**config.mk**
```make
export PLATFORM = sky130hd
export DESIGN_NAME = arch_state_dump_unit
export DESIGN_NICKNAME = d
export VERILOG_FILES = /design/src/rtl/arch_dump_pkg.sv /design/src/rtl/dump_out_stage.sv /design/src/rtl/arch_state_dump_unit.sv
export SDC_FILE = /design/constraint.sdc
export NUM_CORES = 1
export LEC_CHECK = 0
export ABC_AREA = 1
export CORE_AREA = 4 4 75 105
export CTS_BUF_LIST = sky130_fd_sc_hd__clkbuf_4 sky130_fd_sc_hd__clkbuf_8 sky130_fd_sc_hd__clkbuf_16
export DETAILED_ROUTE_END_ITERATION = 7
export DIE_AREA = 0 0 79 109
export DONT_BUFFER_PORTS = 1
export GPL_TIMING_DRIVEN = 1
export PLACE_DENSITY_LB_ADDON = 0.2
export SLEW_MARGIN = 20
export SYNTH_ARGS = -nofsm -noshare
export SYNTH_HDL_FRONTEND = slang
export SYNTH_HIERARCHICAL = 1
export SYNTH_SLANG_ARGS = --single-unit
```
**constraint.sdc**
```tcl
create_clock -name clk -period 2.6 [get_ports clk]
set_clock_uncertainty 0.2 [all_clocks]
set_input_delay 0.13 -clock clk [delete_from_list [all_inputs] [get_ports clk]]
set_output_delay 0.13 -clock clk [all_outputs]
set_load 0.05 [all_outputs]
```
**src/rtl/arch_dump_pkg.sv**
```systemverilog
// Shared types for the architectural state dump path: FSM states, widths and the beat format.
package arch_dump_pkg;

  localparam int AREG_W = 5;
  localparam int PREG_W = 7;
  localparam int XLEN   = 32;

  typedef enum logic [2:0] {
    IDLE,
    WAIT_Q,
    MAP,
    PRF,
    SEND
  } dump_state_t;

  typedef struct packed {
    logic [AREG_W-1:0] areg;
    logic [PREG_W-1:0] preg;
    logic [XLEN-1:0]   data;
  } dump_beat_t;

endpackage

```
**src/rtl/dump_out_stage.sv**
```systemverilog
// Single-entry output register for a debug beat stream; holds its beat until the consumer takes it.
module dump_out_stage
  import arch_dump_pkg::*;
(
  input  logic       clk,
  input  logic       reset,
  input  logic       load,
  input  dump_beat_t load_beat,
  input  logic       load_last,
  input  logic       clear,
  input  logic       ready,
  output logic       valid,
  output dump_beat_t beat,
  output logic       last
);

  // clear beats load so a killed stream never emits a stale beat
  always_ff @(posedge clk or negedge reset) begin
    if (!reset) begin
      valid <= 1'b0;
      beat  <= '0;
      last  <= 1'b0;
    end else if (clear) begin
      valid <= 1'b0;
      last  <= 1'b0;
    end else if (load) begin
      valid <= 1'b1;
      beat  <= load_beat;
      last  <= load_last;
    end else if (valid && ready) begin
      valid <= 1'b0;
      last  <= 1'b0;
    end
  end

endmodule

```
**src/rtl/arch_state_dump_unit.sv**
```systemverilog
// Walks the rename map and PRF and streams {areg, preg, value} beats for every architectural register.
// Define ARCH_DUMP_SKIP_X0_EN to start the walk at x1 and never read x0.
module arch_state_dump_unit
  import arch_dump_pkg::*;
#(
  parameter int NUM_AREGS = 32
) (
  input  logic              clk,
  input  logic              reset,
  input  logic              dump_req,
  input  logic              quiesced,
  input  logic              flush,
  output logic [AREG_W-1:0] map_rd_addr,
  input  logic [PREG_W-1:0] map_rd_preg,
  output logic              prf_rd_en,
  output logic [PREG_W-1:0] prf_rd_addr,
  input  logic [XLEN-1:0]   prf_rd_data,
  output logic              out_valid,
  input  logic              out_ready,
  output logic [AREG_W-1:0] out_areg,
  output logic [PREG_W-1:0] out_preg,
  output logic [XLEN-1:0]   out_data,
  output logic              out_last,
  output logic              dump_busy,
  output logic              dump_done,
  output logic              dump_abort
);

  localparam logic [AREG_W-1:0] LAST_AREG = AREG_W'(NUM_AREGS - 1);
`ifdef ARCH_DUMP_SKIP_X0_EN
  localparam logic [AREG_W-1:0] FIRST_AREG = AREG_W'(1);
`else
  localparam logic [AREG_W-1:0] FIRST_AREG = '0;
`endif

  dump_state_t       state;
  logic [AREG_W-1:0] idx;
  logic [PREG_W-1:0] preg_q;
  logic              stage_load;
  logic              stage_clear;
  logic              stage_valid;
  logic              stage_last;
  logic              handshake;
  dump_beat_t        stage_in;
  dump_beat_t        stage_beat;

  // x0 is architecturally zero, whatever its mapped PRF entry holds
  assign stage_in    = {idx, preg_q, (idx == '0) ? {XLEN{1'b0}} : prf_rd_data};
  assign stage_load  = (state == PRF) && !flush;
  assign stage_clear = flush && (state != IDLE);
  assign handshake   = stage_valid && out_ready;

  assign map_rd_addr = (state == MAP) ? idx : '0;
  assign prf_rd_en   = (state == MAP);
  assign prf_rd_addr = (state == MAP) ? map_rd_preg : '0;
  assign dump_busy   = (state != IDLE);

  always_ff @(posedge clk or negedge reset) begin
    if (!reset) begin
      state      <= IDLE;
      idx        <= '0;
      preg_q     <= '0;
      dump_done  <= 1'b0;
      dump_abort <= 1'b0;
    end else begin
      dump_done  <= 1'b0;
      dump_abort <= 1'b0;
      if (flush && state != IDLE) begin
        state      <= IDLE;
        dump_abort <= 1'b1;
      end else begin
        case (state)
          IDLE: begin
            if (dump_req && !flush) begin
              state <= WAIT_Q;
              idx   <= FIRST_AREG;
            end
          end
          WAIT_Q: begin
            if (quiesced) state <= MAP;
          end
          MAP: begin
            preg_q <= map_rd_preg;
            state  <= PRF;
          end
          PRF: begin
            state <= SEND;
          end
          SEND: begin
            if (handshake) begin
              if (idx == LAST_AREG) begin
                dump_done <= 1'b1;
                state     <= IDLE;
              end else begin
                idx   <= idx + AREG_W'(1);
                state <= MAP;
              end
            end
          end
          default: state <= IDLE;
        endcase
      end
    end
  end

  dump_out_stage u_out_stage (
    .clk       (clk),
    .reset     (reset),
    .load      (stage_load),
    .load_beat (stage_in),
    .load_last (idx == LAST_AREG),
    .clear     (stage_clear),
    .ready     (out_ready),
    .valid     (stage_valid),
    .beat      (stage_beat),
    .last      (stage_last)
  );

  assign out_valid = stage_valid;
  assign out_areg  = stage_beat.areg;
  assign out_preg  = stage_beat.preg;
  assign out_data  = stage_beat.data;
  assign out_last  = stage_last;

endmodule

```
======== Word level (Yosys, flattened, before mapping) ========
Cells that the tools add are included.
operators by class
  add/subtract/negate cells ............... 1
  equality and inequality tests ........... 11
  muxes and demuxes ....................... 23
  bitwise logic cells ..................... 1
  reductions and logical operators ........ 14
operators with widths
  kind                   count
  $mux W32               1
  $mux W5                4
  $pmux W3 S5            1
  $mux W3                4
  $mux W1                10
  $pmux W5 S2            1
  $ne A3 B3 Y1 const B   3
  $mux W7                1
  $eq A3 B2 Y1 const B   2
  $ne A2 B2 Y1 const B   3
  $reduce_bool A3 Y1     2
  $add A5 B1 Y5 const B  1
  $eq A5 B5 Y1 const B   1
  $logic_not A5 Y1       1
  $reduce_and A5 Y1      1
  $logic_and A1 B1 Y1    4
  $reduce_and A2 Y1      2
  $eq A3 B1 Y1 const B   1
  $eq A3 B3 Y1 const B   1
  $logic_not A3 Y1       1
  $reduce_and A3 Y1      1
  $mux W2                1
  $reduce_bool A2 Y1     1
  $logic_not A1 Y1       1
  $not A1 Y1             1
storage, ports and cells
  register bits ........................... 63
  bits of input ports ..................... 45
  output and inout bits ................... 62
  word-level logic and storage cells ...... 60

======== Longest topological paths before layout ========
  depth in word-level cells ............... 5
  gate-level depth with buffers ........... 9
  gate-level depth less buffers ........... 8

======== By module ========
The synthesis kept the hierarchy.
modules (own cells, without submodules)
  module                times used  cells each  area an instance (um^2)  sequential area each (um^2)
  dump_out_stage        1           197         1790.5                   1151.1
  arch_state_dump_unit  1           193         1248.7                   425.4

======== Worst setup path before layout ========
Ideal clock, no wire load.
  path kind ............................... reg-to-output
  start ................................... register state[0]
  end ..................................... output map_rd_addr[0]
  data arrival time ....................... 1.516 ns
  data required time ...................... 2.270 ns
  path slack .............................. 0.754 ns
  stages on the path, launching flop included .. 5
  path buffers ............................ 1
  cells stage by stage .................... dfrtp_1 -> nor2_4 -> nand2_4 -> buf_2 -> nor2_1
on the way
  word-level cells in the longest chain between the ends .. 2
ends and longest elaborated chain
  element                 RTL line                    text
  start, declared         arch_state_dump_unit.sv:36  dump_state_t state;
  start signal, assigned  arch_state_dump_unit.sv:60  state <= IDLE;
  start signal, assigned  arch_state_dump_unit.sv:69  state <= IDLE;
  start signal, assigned  arch_state_dump_unit.sv:75  state <= WAIT_Q;
  $eq A3 B2 Y1            arch_state_dump_unit.sv:53  assign map_rd_addr = (state == MAP) ? idx : '0;
  $mux W5                 arch_state_dump_unit.sv:53
  end, declared           arch_state_dump_unit.sv:13  output logic [AREG_W-1:0] map_rd_addr,
Every way passes these cells.

======== Worst setup path in the final report ========
  start ................................... register state[2]
  end ..................................... register preg_q[0]
on the way
  elaborated cells between the ends (all ways) .. 5
  those cells by class .................... eq/ne (1); bitwise (1); reduce/logical (3)
RTL lines
  element                             RTL line                    text
  $eq A3 B2 Y1                        -
  via prf_rd_en                       arch_state_dump_unit.sv:15  output logic prf_rd_en,
  $reduce_and A2 Y1 (no source line)  -
  end signal, assigned                arch_state_dump_unit.sv:83  preg_q <= map_rd_preg;
  end, declared                       arch_state_dump_unit.sv:38  logic [PREG_W-1:0] preg_q;
The timed path passes the listed nets, and every way through them passes these cells.
A chain may end at the register's enable or synchronous reset.

==> metrics.cfg <==
[clocking]
ctsHoldBuffers = 53
post_cts_buffers = 0
clk_pin_slew_ns = 0.07
clock-root-buffer = clkbuf_8
cts_tree = done
cts_made_buffers = 9
cts.repair.resized = 0
h-tree-depth = 3
clk_path_buf_depth = 2
cts_sinks = 63
clkLatencyLatePin_ns = 0.34

[floorplanning]
ioPinCount = 107
rows = 36
dieArea_um2 = 8610
fp.dieW_um = 79
fp.dieH_um = 109
start_util = 0.438
core_area_um2 = 6940

[timing]
fin_crit_ns = 2.22
setup-violations-final = 0
worst_pin_slew_ns = 0.511
timing.fmax_mhz = 450
rsz0062_at_grt = no
slew_violations = 0
fin_crit_sh = 0.854
fin_tns_setup_ns = 0
relSlewSlack = 0.660
hold_violations = 0

[synthesis]
ys_types = 23
synth.avg_cell_area_um2 = 7.79
synth_seq_cells = 63
netlist_instances = 390
syn_nets = 438
synth_area_um2 = 3040
seq_area_frac_synth = 0.519
synth_warnings = 6

[placement]
dp_hpwl_um = 4660
gp_congestion = 0.873
port-buffer-count = 0
place_area_um2 = 3190

[global_route]
overflow = 0
grt_pass1_wl_um = 12100
antenna_found_initial = 0
grt_max_degree = 64
grt_usage = 0.184
grt_pass1_vias = 2531

[route]
drt_iter0_drc = 141
met2_length_um = 3860
wl_um = 7560
dr.pass1.iters = 4
highest-signal-layer = met4
wl_per_cell_um = 13.5
ant_nets = 0
viasPerCell = 4.58
met3WireLength_um = 506
wl_met1_um = 2960
route.vias.total = 2554
drc = 0

[critical_path]
regToRegStartpoint = state[2]
crit_path_start_kind = register
crit_top_cell = nand2_4
critical_path.max_stage_delay_ns = 0.55
endpoint_kind = register
cp_max_fo = 14
critPathKind = register to register
r2r_slack_ns = 0.38
cp.required_ns = 2.62
rr_worst_depth = 7
crit_chain = nor2_4, nand2_4, inv_4, nand2_4, nand2_1, o21ai_2, dlygate4sd3_1
worstReg2RegEnd = preg_q[0]
critical_path.slowest_cell = dlygate4sd3_1
arrival_ns = 2.24

[layout]
stdcell_area_um2 = 3930
fin_nets = 506
num_antenna_cells = 0
syn2layout_area_growth_pct = 29.4
drive_gt1_frac = 0.123

[power_and_ir_drop]
peakVddDrop_mv = 0.514
p_leak_nw = 2.26
p_per_area_nw_per_um2 = 834

[status]
status = finished, final reports clean

[hold_path]
hold_path_class = primary input to asynchronous set/reset pin

[job]
maxCapViolCount = 0

cells in the mapped netlist:
cell type,n,area [µm²]
a21oi_1,1,5.00
buf_2,4,20.0
buf_6,9,101
dfrtp_1,63,1580
ha_1,3,37.5
inv_1,53,199
inv_2,2,7.51
inv_4,1,6.26
nand2_1,163,612
nand2_2,3,18.8
nand2_4,2,22.5
nand3_1,13,65.1
nand3_2,1,10.0
nand4_1,2,12.5
nor2_1,51,191
nor2_2,2,12.5
nor2_4,3,33.8
nor3_1,2,10.0
nor3_2,1,10.0
o21a_1,1,7.51
o21ai_0,2,10.0
o21ai_2,7,61.3
xor2_1,1,8.76
metal layers:
metal,track usage,vias to the layer above
met2,0.321,91
met1,0.206,1165
met4,0.108,0
met5,0,-
li1,-,1283
met3,0.0397,15
stage by stage:
step	util	setup slack, ns	power, mW	instances	hold slack [ns]
4_1_cts	0.567	0.371	3.31	558	0.133
5_1_grt	0.567	0.258	3.48	558	0.153
6_report	0.567	0.379	3.28	558	0.128
3_3_place_gp	0.460	0.679	2.31	489	-0.364
3_5_place_dp	0.460	0.660	2.31	489	-0.364
2_1_floorplan	-	0.754	2.15	390	-0.366
final cells by class:
type	count	area, µm²
repair buffers	70	701
fillers	670	3000
flip-flops and latches	63	1580
well taps	95	119
clock inverters	2	13.8
inverters	56	213
multi-input cells	258	1130
clock buffers	14	180
where the power goes:
part	total, mW	switching [mW]	leakage [nW]	internal, mW
Sequential	1.56	0.427	0.862	1.13
Clock	0.810	0.364	0.104	0.446
Combinational	0.912	0.553	1.29	0.359
registers in the layout, indices dropped and copies added (netlist names):
| register | count |
|---|---|
| u_out_stage/beat | 44 |
| preg_q | 7 |
| idx | 5 |
| state | 3 |
| dump_abort | 1 |
| dump_done | 1 |
| u_out_stage/last | 1 |
| u_out_stage/valid | 1 |
cells by family after synthesis:
family	after synthesis	synth area share
buffers and inverters	69	0.110
DFF	63	0.519
xor gates and xnor gates	1	0.00288
adders and majority gates	3	0.0124
AOI/OAI and AO/OA	11	0.0276
and+or+nand+nor	243	0.329
worst max path at each step:
stage / start / to / slack, ns / cells past startpoint
floorplan: state[0] / map_rd_addr[0] / 0.75 / 4
global placement: state[2] / u_out_stage/beat[37] / 0.68 / 9
detailed placement: state[0] / u_out_stage/beat[28] / 0.66 / 9
CTS: state[2] / preg_q[1] / 0.37 / 7
global route: state[2] / preg_q[1] / 0.26 / 7
finish: state[2] / preg_q[0] / 0.38 / 7
worst max-delay path: cells and delay by family (launching register included):
family / cells / cell delay [ns]
AO/OA/AOI/OAI: 1 / 0.05
flip-flops: 1 / 0.48
AND/OR/NAND/NOR: 4 / 0.62
buffers and inverters: 2 / 0.74
cell usage in the layout, fill, tap and decap left out, types with 2 or more instances in the layout:
| cell type | netlist | final |
|---|---|---|
| buf_4 | 0 | 15 |
| o21ai_0 | 2 | 2 |
| nor2_1 | 51 | 50 |
| nand2_4 | 2 | 2 |
| nor3_1 | 2 | 2 |
| nand4_1 | 2 | 2 |
| nor2_4 | 3 | 3 |
| nand2_2 | 3 | 3 |
| nand3_1 | 13 | 13 |
| nand2_1 | 163 | 163 |
| buf_12 | 0 | 2 |
| nor2_2 | 2 | 3 |
| inv_2 | 2 | 2 |
| clkbuf_8 | 0 | 12 |
| ha_1 | 3 | 3 |
| dlygate4sd3_1 | 0 | 52 |
| dfrtp_1 | 63 | 63 |
| clkbuf_4 | 0 | 2 |
| inv_1 | 53 | 53 |
| o21ai_2 | 7 | 7 |
No activity file was read; power rests on OpenSTA's default activity.
